[src/rtl/axilite_pkg.sv]
// +------------------------------------------------------------------+
// | axilite_pkg: response codes and FSM encodings for the bridge     |
// | Rev 1.0                                                          |
// +------------------------------------------------------------------+
`default_nettype none

package axilite_pkg;

  localparam logic [1:0] RESP_OKAY   = 2'b00;
  localparam logic [1:0] RESP_SLVERR = 2'b10;
  localparam logic [1:0] RESP_DECERR = 2'b11;

  typedef enum logic [1:0] {
    W_COLLECT = 2'd0,
    W_ISSUE   = 2'd1,
    W_RESP    = 2'd2
  } w_state_e;

  typedef enum logic [1:0] {
    R_IDLE  = 2'd0,
    R_ISSUE = 2'd1,
    R_WAIT  = 2'd2,
    R_RESP  = 2'd3
  } r_state_e;

endpackage

`default_nettype wire

[src/rtl/axilite_addr_decode.sv]
// +------------------------------------------------------------------+
// | axilite_addr_decode: window hit test and aligned local offset    |
// | Rev 1.0                                                          |
// +------------------------------------------------------------------+
`default_nettype none

module axilite_addr_decode #(
  parameter int                ADDR_W    = 32,
  parameter int                DATA_W    = 32,
  parameter logic [ADDR_W-1:0] BASE_ADDR = '0,
  parameter logic [ADDR_W:0]   ADDR_SPAN = 'h1000
) (
  input  logic [ADDR_W-1:0] addr,
  output logic              hit,
  output logic [ADDR_W-1:0] offset
);

  localparam int                STRB_W       = DATA_W / 8;
  localparam logic [ADDR_W:0]   c_lo         = {1'b0, BASE_ADDR};
  localparam logic [ADDR_W:0]   c_hi         = c_lo + ADDR_SPAN - (ADDR_W+1)'(1);
  localparam logic [ADDR_W-1:0] c_align_mask = ~ADDR_W'(STRB_W - 1);

  // One extra bit keeps BASE_ADDR+ADDR_SPAN-1 from wrapping at the top of the map.
  logic [ADDR_W:0] w_addr_ext;
  assign w_addr_ext = {1'b0, addr};

  assign hit    = (w_addr_ext >= c_lo) && (w_addr_ext <= c_hi);
  assign offset = (addr - BASE_ADDR) & c_align_mask;

endmodule

`default_nettype wire

[src/rtl/axilite_reg_bridge.sv]
// +------------------------------------------------------------------+
// | axilite_reg_bridge: AXI4-Lite slave to local register bus        |
// | Rev 1.0                                                          |
// +------------------------------------------------------------------+
`default_nettype none

module axilite_reg_bridge
  import axilite_pkg::*;
#(
  parameter int                ADDR_W    = 32,
  parameter int                DATA_W    = 32,
  parameter logic [ADDR_W-1:0] BASE_ADDR = '0,
  parameter logic [ADDR_W:0]   ADDR_SPAN = 'h1000,
  parameter int                RD_TMO    = 255
) (
  input  logic                  axi_clk,
  input  logic                  axi_resetn,
  input  logic [ADDR_W-1:0]     axi_awaddr,
  input  logic                  axi_awvalid,
  output logic                  axi_awready,
  input  logic [DATA_W-1:0]     axi_wdata,
  input  logic [DATA_W/8-1:0]   axi_wstrb,
  input  logic                  axi_wvalid,
  output logic                  axi_wready,
  output logic [1:0]            axi_bresp,
  output logic                  axi_bvalid,
  input  logic                  axi_bready,
  input  logic [ADDR_W-1:0]     axi_araddr,
  input  logic                  axi_arvalid,
  output logic                  axi_arready,
  output logic [DATA_W-1:0]     axi_rdata,
  output logic [1:0]            axi_rresp,
  output logic                  axi_rvalid,
  input  logic                  axi_rready,
  output logic                  wr_en,
  output logic [ADDR_W-1:0]     wr_addr,
  output logic [DATA_W-1:0]     wr_data,
  output logic [DATA_W/8-1:0]   wr_strb,
  output logic                  rd_en,
  output logic [ADDR_W-1:0]     rd_addr,
  input  logic                  rd_valid,
  input  logic [DATA_W-1:0]     rd_data
);

  localparam int STRB_W = DATA_W / 8;

  w_state_e r_w_state, w_w_next;
  r_state_e r_r_state, w_r_next;

  logic              r_awready, r_wready, r_arready, r_bvalid, r_rvalid;
  logic [1:0]        r_bresp, r_rresp;
  logic [DATA_W-1:0] r_rdata;
  logic              r_wr_en, r_rd_en, r_aw_hit, r_ar_hit;
  logic [ADDR_W-1:0] r_aw_addr, r_wr_addr, r_rd_addr;
  logic [DATA_W-1:0] r_w_data, r_wr_data;
  logic [STRB_W-1:0] r_w_strb, r_wr_strb;
  logic [7:0]        r_tmo_cnt;

  logic              w_aw_hs, w_w_hs, w_ar_hs, w_aw_have, w_w_have, w_tmo;
  logic              w_aw_hit, w_ar_hit;
  logic [ADDR_W-1:0] w_aw_addr_cur, w_aw_offset, w_ar_offset;
  logic [DATA_W-1:0] w_wdata_cur;
  logic [STRB_W-1:0] w_wstrb_cur;

  assign w_aw_hs   = axi_awvalid & r_awready;
  assign w_w_hs    = axi_wvalid & r_wready;
  assign w_ar_hs   = axi_arvalid & r_arready;
  assign w_aw_have = w_aw_hs | ~r_awready;
  assign w_w_have  = w_w_hs | ~r_wready;
  assign w_tmo     = (r_tmo_cnt == 8'(RD_TMO - 1));

  // A channel still open means its payload is arriving this cycle, otherwise use the hold.
  assign w_aw_addr_cur = r_awready ? axi_awaddr : r_aw_addr;
  assign w_wdata_cur   = r_wready ? axi_wdata : r_w_data;
  assign w_wstrb_cur   = r_wready ? axi_wstrb : r_w_strb;

  axilite_addr_decode #(
    .ADDR_W(ADDR_W), .DATA_W(DATA_W), .BASE_ADDR(BASE_ADDR), .ADDR_SPAN(ADDR_SPAN)
  ) u_aw_decode (
    .addr(w_aw_addr_cur), .hit(w_aw_hit), .offset(w_aw_offset)
  );

  axilite_addr_decode #(
    .ADDR_W(ADDR_W), .DATA_W(DATA_W), .BASE_ADDR(BASE_ADDR), .ADDR_SPAN(ADDR_SPAN)
  ) u_ar_decode (
    .addr(axi_araddr), .hit(w_ar_hit), .offset(w_ar_offset)
  );

  always_ff @(posedge axi_clk or negedge axi_resetn) begin
    if (!axi_resetn) begin
      r_w_state <= W_COLLECT;
      r_r_state <= R_IDLE;
    end else begin
      r_w_state <= w_w_next;
      r_r_state <= w_r_next;
    end
  end

  always_comb begin
    w_w_next = r_w_state;
    case (r_w_state)
      W_COLLECT: if (w_aw_have && w_w_have) w_w_next = W_ISSUE;
      W_ISSUE:   w_w_next = W_RESP;
      W_RESP:    if (axi_bready) w_w_next = W_COLLECT;
      default:   w_w_next = W_COLLECT;
    endcase
  end

  always_comb begin
    w_r_next = r_r_state;
    case (r_r_state)
      R_IDLE:  if (w_ar_hs) w_r_next = R_ISSUE;
      R_ISSUE: w_r_next = r_ar_hit ? R_WAIT : R_RESP;
      R_WAIT:  if (rd_valid || w_tmo) w_r_next = R_RESP;
      R_RESP:  if (axi_rready) w_r_next = R_IDLE;
      default: w_r_next = R_IDLE;
    endcase
  end

  // Write datapath: the local strobe is registered on the edge that enters W_ISSUE.
  always_ff @(posedge axi_clk or negedge axi_resetn) begin
    if (!axi_resetn) begin
      r_awready <= 1'b1;
      r_wready  <= 1'b1;
      r_bvalid  <= 1'b0;
      r_bresp   <= RESP_OKAY;
      r_aw_addr <= '0;
      r_w_data  <= '0;
      r_w_strb  <= '0;
      r_aw_hit  <= 1'b0;
      r_wr_en   <= 1'b0;
      r_wr_addr <= '0;
      r_wr_data <= '0;
      r_wr_strb <= '0;
    end else begin
      r_wr_en <= 1'b0;
      if (w_aw_hs) begin
        r_aw_addr <= axi_awaddr;
        r_awready <= 1'b0;
      end
      if (w_w_hs) begin
        r_w_data <= axi_wdata;
        r_w_strb <= axi_wstrb;
        r_wready <= 1'b0;
      end
      case (r_w_state)
        W_COLLECT: if (w_w_next == W_ISSUE) begin
          r_aw_hit <= w_aw_hit;
          r_wr_en  <= w_aw_hit;
          if (w_aw_hit) begin
            r_wr_addr <= w_aw_offset;
            r_wr_data <= w_wdata_cur;
            r_wr_strb <= w_wstrb_cur;
          end
        end
        W_ISSUE: begin
          r_bvalid <= 1'b1;
          r_bresp  <= r_aw_hit ? RESP_OKAY : RESP_DECERR;
        end
        W_RESP: if (axi_bready) begin
          r_bvalid  <= 1'b0;
          r_awready <= 1'b1;
          r_wready  <= 1'b1;
        end
        default: ;
      endcase
    end
  end

  // Read datapath: R_WAIT lasts at most RD_TMO cycles; data on the last one still wins.
  always_ff @(posedge axi_clk or negedge axi_resetn) begin
    if (!axi_resetn) begin
      r_arready <= 1'b1;
      r_rvalid  <= 1'b0;
      r_rresp   <= RESP_OKAY;
      r_rdata   <= '0;
      r_ar_hit  <= 1'b0;
      r_rd_en   <= 1'b0;
      r_rd_addr <= '0;
      r_tmo_cnt <= '0;
    end else begin
      r_rd_en <= 1'b0;
      case (r_r_state)
        R_IDLE: if (w_ar_hs) begin
          r_arready <= 1'b0;
          r_ar_hit  <= w_ar_hit;
          r_rd_en   <= w_ar_hit;
          if (w_ar_hit) r_rd_addr <= w_ar_offset;
        end
        R_ISSUE: begin
          r_tmo_cnt <= '0;
          if (!r_ar_hit) begin
            r_rdata  <= '0;
            r_rresp  <= RESP_DECERR;
            r_rvalid <= 1'b1;
          end
        end
        R_WAIT: begin
          r_tmo_cnt <= r_tmo_cnt + 8'd1;
          if (rd_valid) begin
            r_rdata  <= rd_data;
            r_rresp  <= RESP_OKAY;
            r_rvalid <= 1'b1;
          end else if (w_tmo) begin
            r_rdata  <= '0;
            r_rresp  <= RESP_SLVERR;
            r_rvalid <= 1'b1;
          end
        end
        R_RESP: if (axi_rready) begin
          r_rvalid  <= 1'b0;
          r_arready <= 1'b1;
        end
        default: ;
      endcase
    end
  end

  assign axi_awready = r_awready;
  assign axi_wready  = r_wready;
  assign axi_bvalid  = r_bvalid;
  assign axi_bresp   = r_bresp;
  assign axi_arready = r_arready;
  assign axi_rvalid  = r_rvalid;
  assign axi_rresp   = r_rresp;
  assign axi_rdata   = r_rdata;
  assign wr_en       = r_wr_en;
  assign wr_addr     = r_wr_addr;
  assign wr_data     = r_wr_data;
  assign wr_strb     = r_wr_strb;
  assign rd_en       = r_rd_en;
  assign rd_addr     = r_rd_addr;

endmodule

`default_nettype wire

[config.mk]
export PLATFORM = sky130hd
export DESIGN_NAME = axilite_reg_bridge
export DESIGN_NICKNAME = d
export VERILOG_FILES = /design/src/rtl/axilite_pkg.sv /design/src/rtl/axilite_addr_decode.sv /design/src/rtl/axilite_reg_bridge.sv
export SDC_FILE = /design/constraint.sdc
export NUM_CORES = 1
export LEC_CHECK = 0
export CAP_MARGIN = 5
export CELL_PAD_IN_SITES_DETAIL_PLACEMENT = 0
export CELL_PAD_IN_SITES_GLOBAL_PLACEMENT = 1
export CORE_UTILIZATION = 40
export DETAILED_ROUTE_END_ITERATION = 7
export PLACE_DENSITY_LB_ADDON = 0.1
export SKIP_LAST_GASP = 1
export SLEW_MARGIN = 40
export SYNTH_ARGS = -nofsm -noshare
export SYNTH_HDL_FRONTEND = slang
export SYNTH_HIERARCHICAL = 1
export SYNTH_SLANG_ARGS = --single-unit
[constraint.sdc]
create_clock -name axi_clk -period 4.03 [get_ports axi_clk]
set_input_delay 0.403 -clock axi_clk [delete_from_list [all_inputs] [get_ports axi_clk]]
set_output_delay 0.403 -clock axi_clk [all_outputs]
set_load 0.005 [all_outputs]
==> reports/results.tsv <==
metric	value	unit
total clock buffers created by CTS	24	
unrepaired setup endpoints after global routing	no	
final instance count without filler cells	1352	
total DRC errors in the routed layout	0	
Critical R2R Launch	axi_awready	
half-perimeter wire length of the detailed placement result	14700	µm
depth of the worst register-to-register path	8	
Global Route met1 Usage	23.1	%
GRT Total Usage	17.5	%
die area	24900	µm²
number of design-rule violations left by the first detailed-router iteration	268	
Highest Clock Rate	291	MHz
Worst slew margin	54.8	%
crit path to	wr_addr[3]	
Die Span Y	158	µm
Avg Inst Size Synth	12.1	µm²
routed length per placed instance	16.1	µm
Port Buf Inserts	278	
total number of vias	6388	
antenna viol nets, final	0	
data required time at the worst endpoint	4.41	ns
Setup WS post-layout	0.596	ns
final-report setup violation count	0	
detail-routed via count per cell	4.72	
Crit Path Category	flip-flop to flip-flop	
post-route minimum period	3.43	ns
wire length of the first global-routing pass	34200	µm
antenna violations before repair	0	
global routing usage on met3	5.61	%
synthesis warning total	6	
clk sinks	222	
number of levels the H-tree was split into	1	
Final Cell Area	13200	µm²
layout cells sized above 1	18.5	%
final standard cell utilization of the core	55.6	%
leftover overflow at the end of global routing	0	
Worst Hold Class	primary input to asynchronous set/reset pin	
largest net degree at the start of global routing	100	
final weighted congestion of routability-driven global placement	0.746	
leak pwr	5.90	nW
worst-case clock buffer depth	3	
startpoint type of the worst setup path	flip-flop	
final clock skew	0.0217	ns
Clk Tree Root Cell	sky130_fd_sc_hd__clkbuf_16	
diodes inserted	0	
number of placed cells counting well taps	1307	
CP Max Fanout	31	
initial core utilization	41.0	%
clock-pin slew of the registers on the worst-case setup and hold paths	0.06	ns
row count	56	
Global Route met2 Usage	27.7	%
arrival time reported for the critical path endpoint	3.82	ns
number of hold buffers added after CTS	1	
clock insertion delay at the later pin of the skew report	0.51	ns
synthesized area	9720	µm²
area grow syn2layout	35.4	%
Peak supply drop	0.304	mV
RR Endpoint	wr_addr[3]	
placed instance area	12300	µm²
final net count	1162	
max-slew violation total from the final report	0	
number of primary I/O pins	283	
quantity of gates resized following cts	0	
Cell Pwr Density	571	nW/µm²
slew at the pin with the worst max-slew slack	0.678	ns
Post-Place Setup Slack	0.614	ns
vias in the first global route	6304	
highest-utilization routing layer at the global route stage	met2	
setup slack, reg-to-reg	0.60	ns
Worst setup startpoint	axi_awready	
Final Hold Viols	0	
result of the run	finished clean	
area of the core	23700	µm²
cell count after synthesis	802	
total wire length after detailed routing	21700	µm
width of the chip	158	µm
number of buffers added for setup after CTS	0	
Setup TNS	0	ns
fraction of the cycle the final worst path needs	85.2	%
CTS tree	built	
crit end category	flip-flop	
number of iterations in the first detailed-routing pass	4	
max-capacitance violation count	0	
## cell usage in the layout (no fill, tap or decap), drive strengths merged, types with 11 or more instances in the layout
cell	count
dfrtp	219
a22o	35
o21ai	44
buf	13
clkbuf	37
mux2i	40
mux2	128
inv	11
nand2	150
clkdlybuf4s50	277
## layer usage
metal	share of wire, %	up-vias
met5	0	-
met4	1.6	0
met3	8.3	32
met2	46	169
met1	44	3070
li1	-	3117
## per-stage QoR
| step | hold slack, ns | power (W) |
|---|---|---|
| CTS | 0.415 | 0.00762 |
| detailed placement | 0.462 | 0.00536 |
| finish | 0.356 | 0.00751 |
| global route | 0.372 | 0.00797 |
| floorplan | 0.107 | 0.00483 |
| global placement | 0.457 | 0.00533 |
## critical path, cell delays in order (launching register included)
cell and delay [ns]:
sky130_fd_sc_hd__dfstp_2 0.94, sky130_fd_sc_hd__buf_4 0.31, sky130_fd_sc_hd__mux2_2 0.36, sky130_fd_sc_hd__nor4_1 0.35, sky130_fd_sc_hd__nand2_1 0.09, sky130_fd_sc_hd__nor2_1 0.22
sky130_fd_sc_hd__nand4_4 0.36, sky130_fd_sc_hd__buf_4 0.37, sky130_fd_sc_hd__mux2_2 0.29
## final cells by class
type | count | area (µm²)
fillers | 2128 | 10500
flip-flops and latches | 222 | 5560
multi-input cells | 466 | 3420
repair buffers | 291 | 2930
clock buffers | 37 | 751
well taps | 319 | 399
clock inverters | 6 | 57.6
inverters | 11 | 41.3
## state kept, by name, summed over array words and instances (netlist names), 2 cells and up
signal     cells
r_w_strb       4
wr_addr       32
wr_data       32
r_w_data      32
r_r_state      2
wr_strb        4
r_tmo_cnt      8
rd_addr       32
axi_rdata     32
r_w_state      2
axi_rresp      2
r_aw_addr     30
## where the power goes
group          internal (W)  switching [W]  leakage, nW
registers           0.00279       0.000314         2.92
clock network       0.00134       0.000868        0.400
logic               0.00128       0.000926         2.58
total               0.00540        0.00211         5.90
## worst min-delay path by stage
stage                               to  slack, ns  cells past startpoint
after floorplan           axi_bresp[0]       0.11                      0
after global placement     rd_addr[24]       0.46                      2
after detailed placement   rd_addr[28]       0.46                      2
after CTS                   rd_addr[7]       0.42                      3
after global routing       wr_addr[18]       0.37                      2
final                      wr_addr[19]       0.36                      2
(Power assumes the default switching activity.)
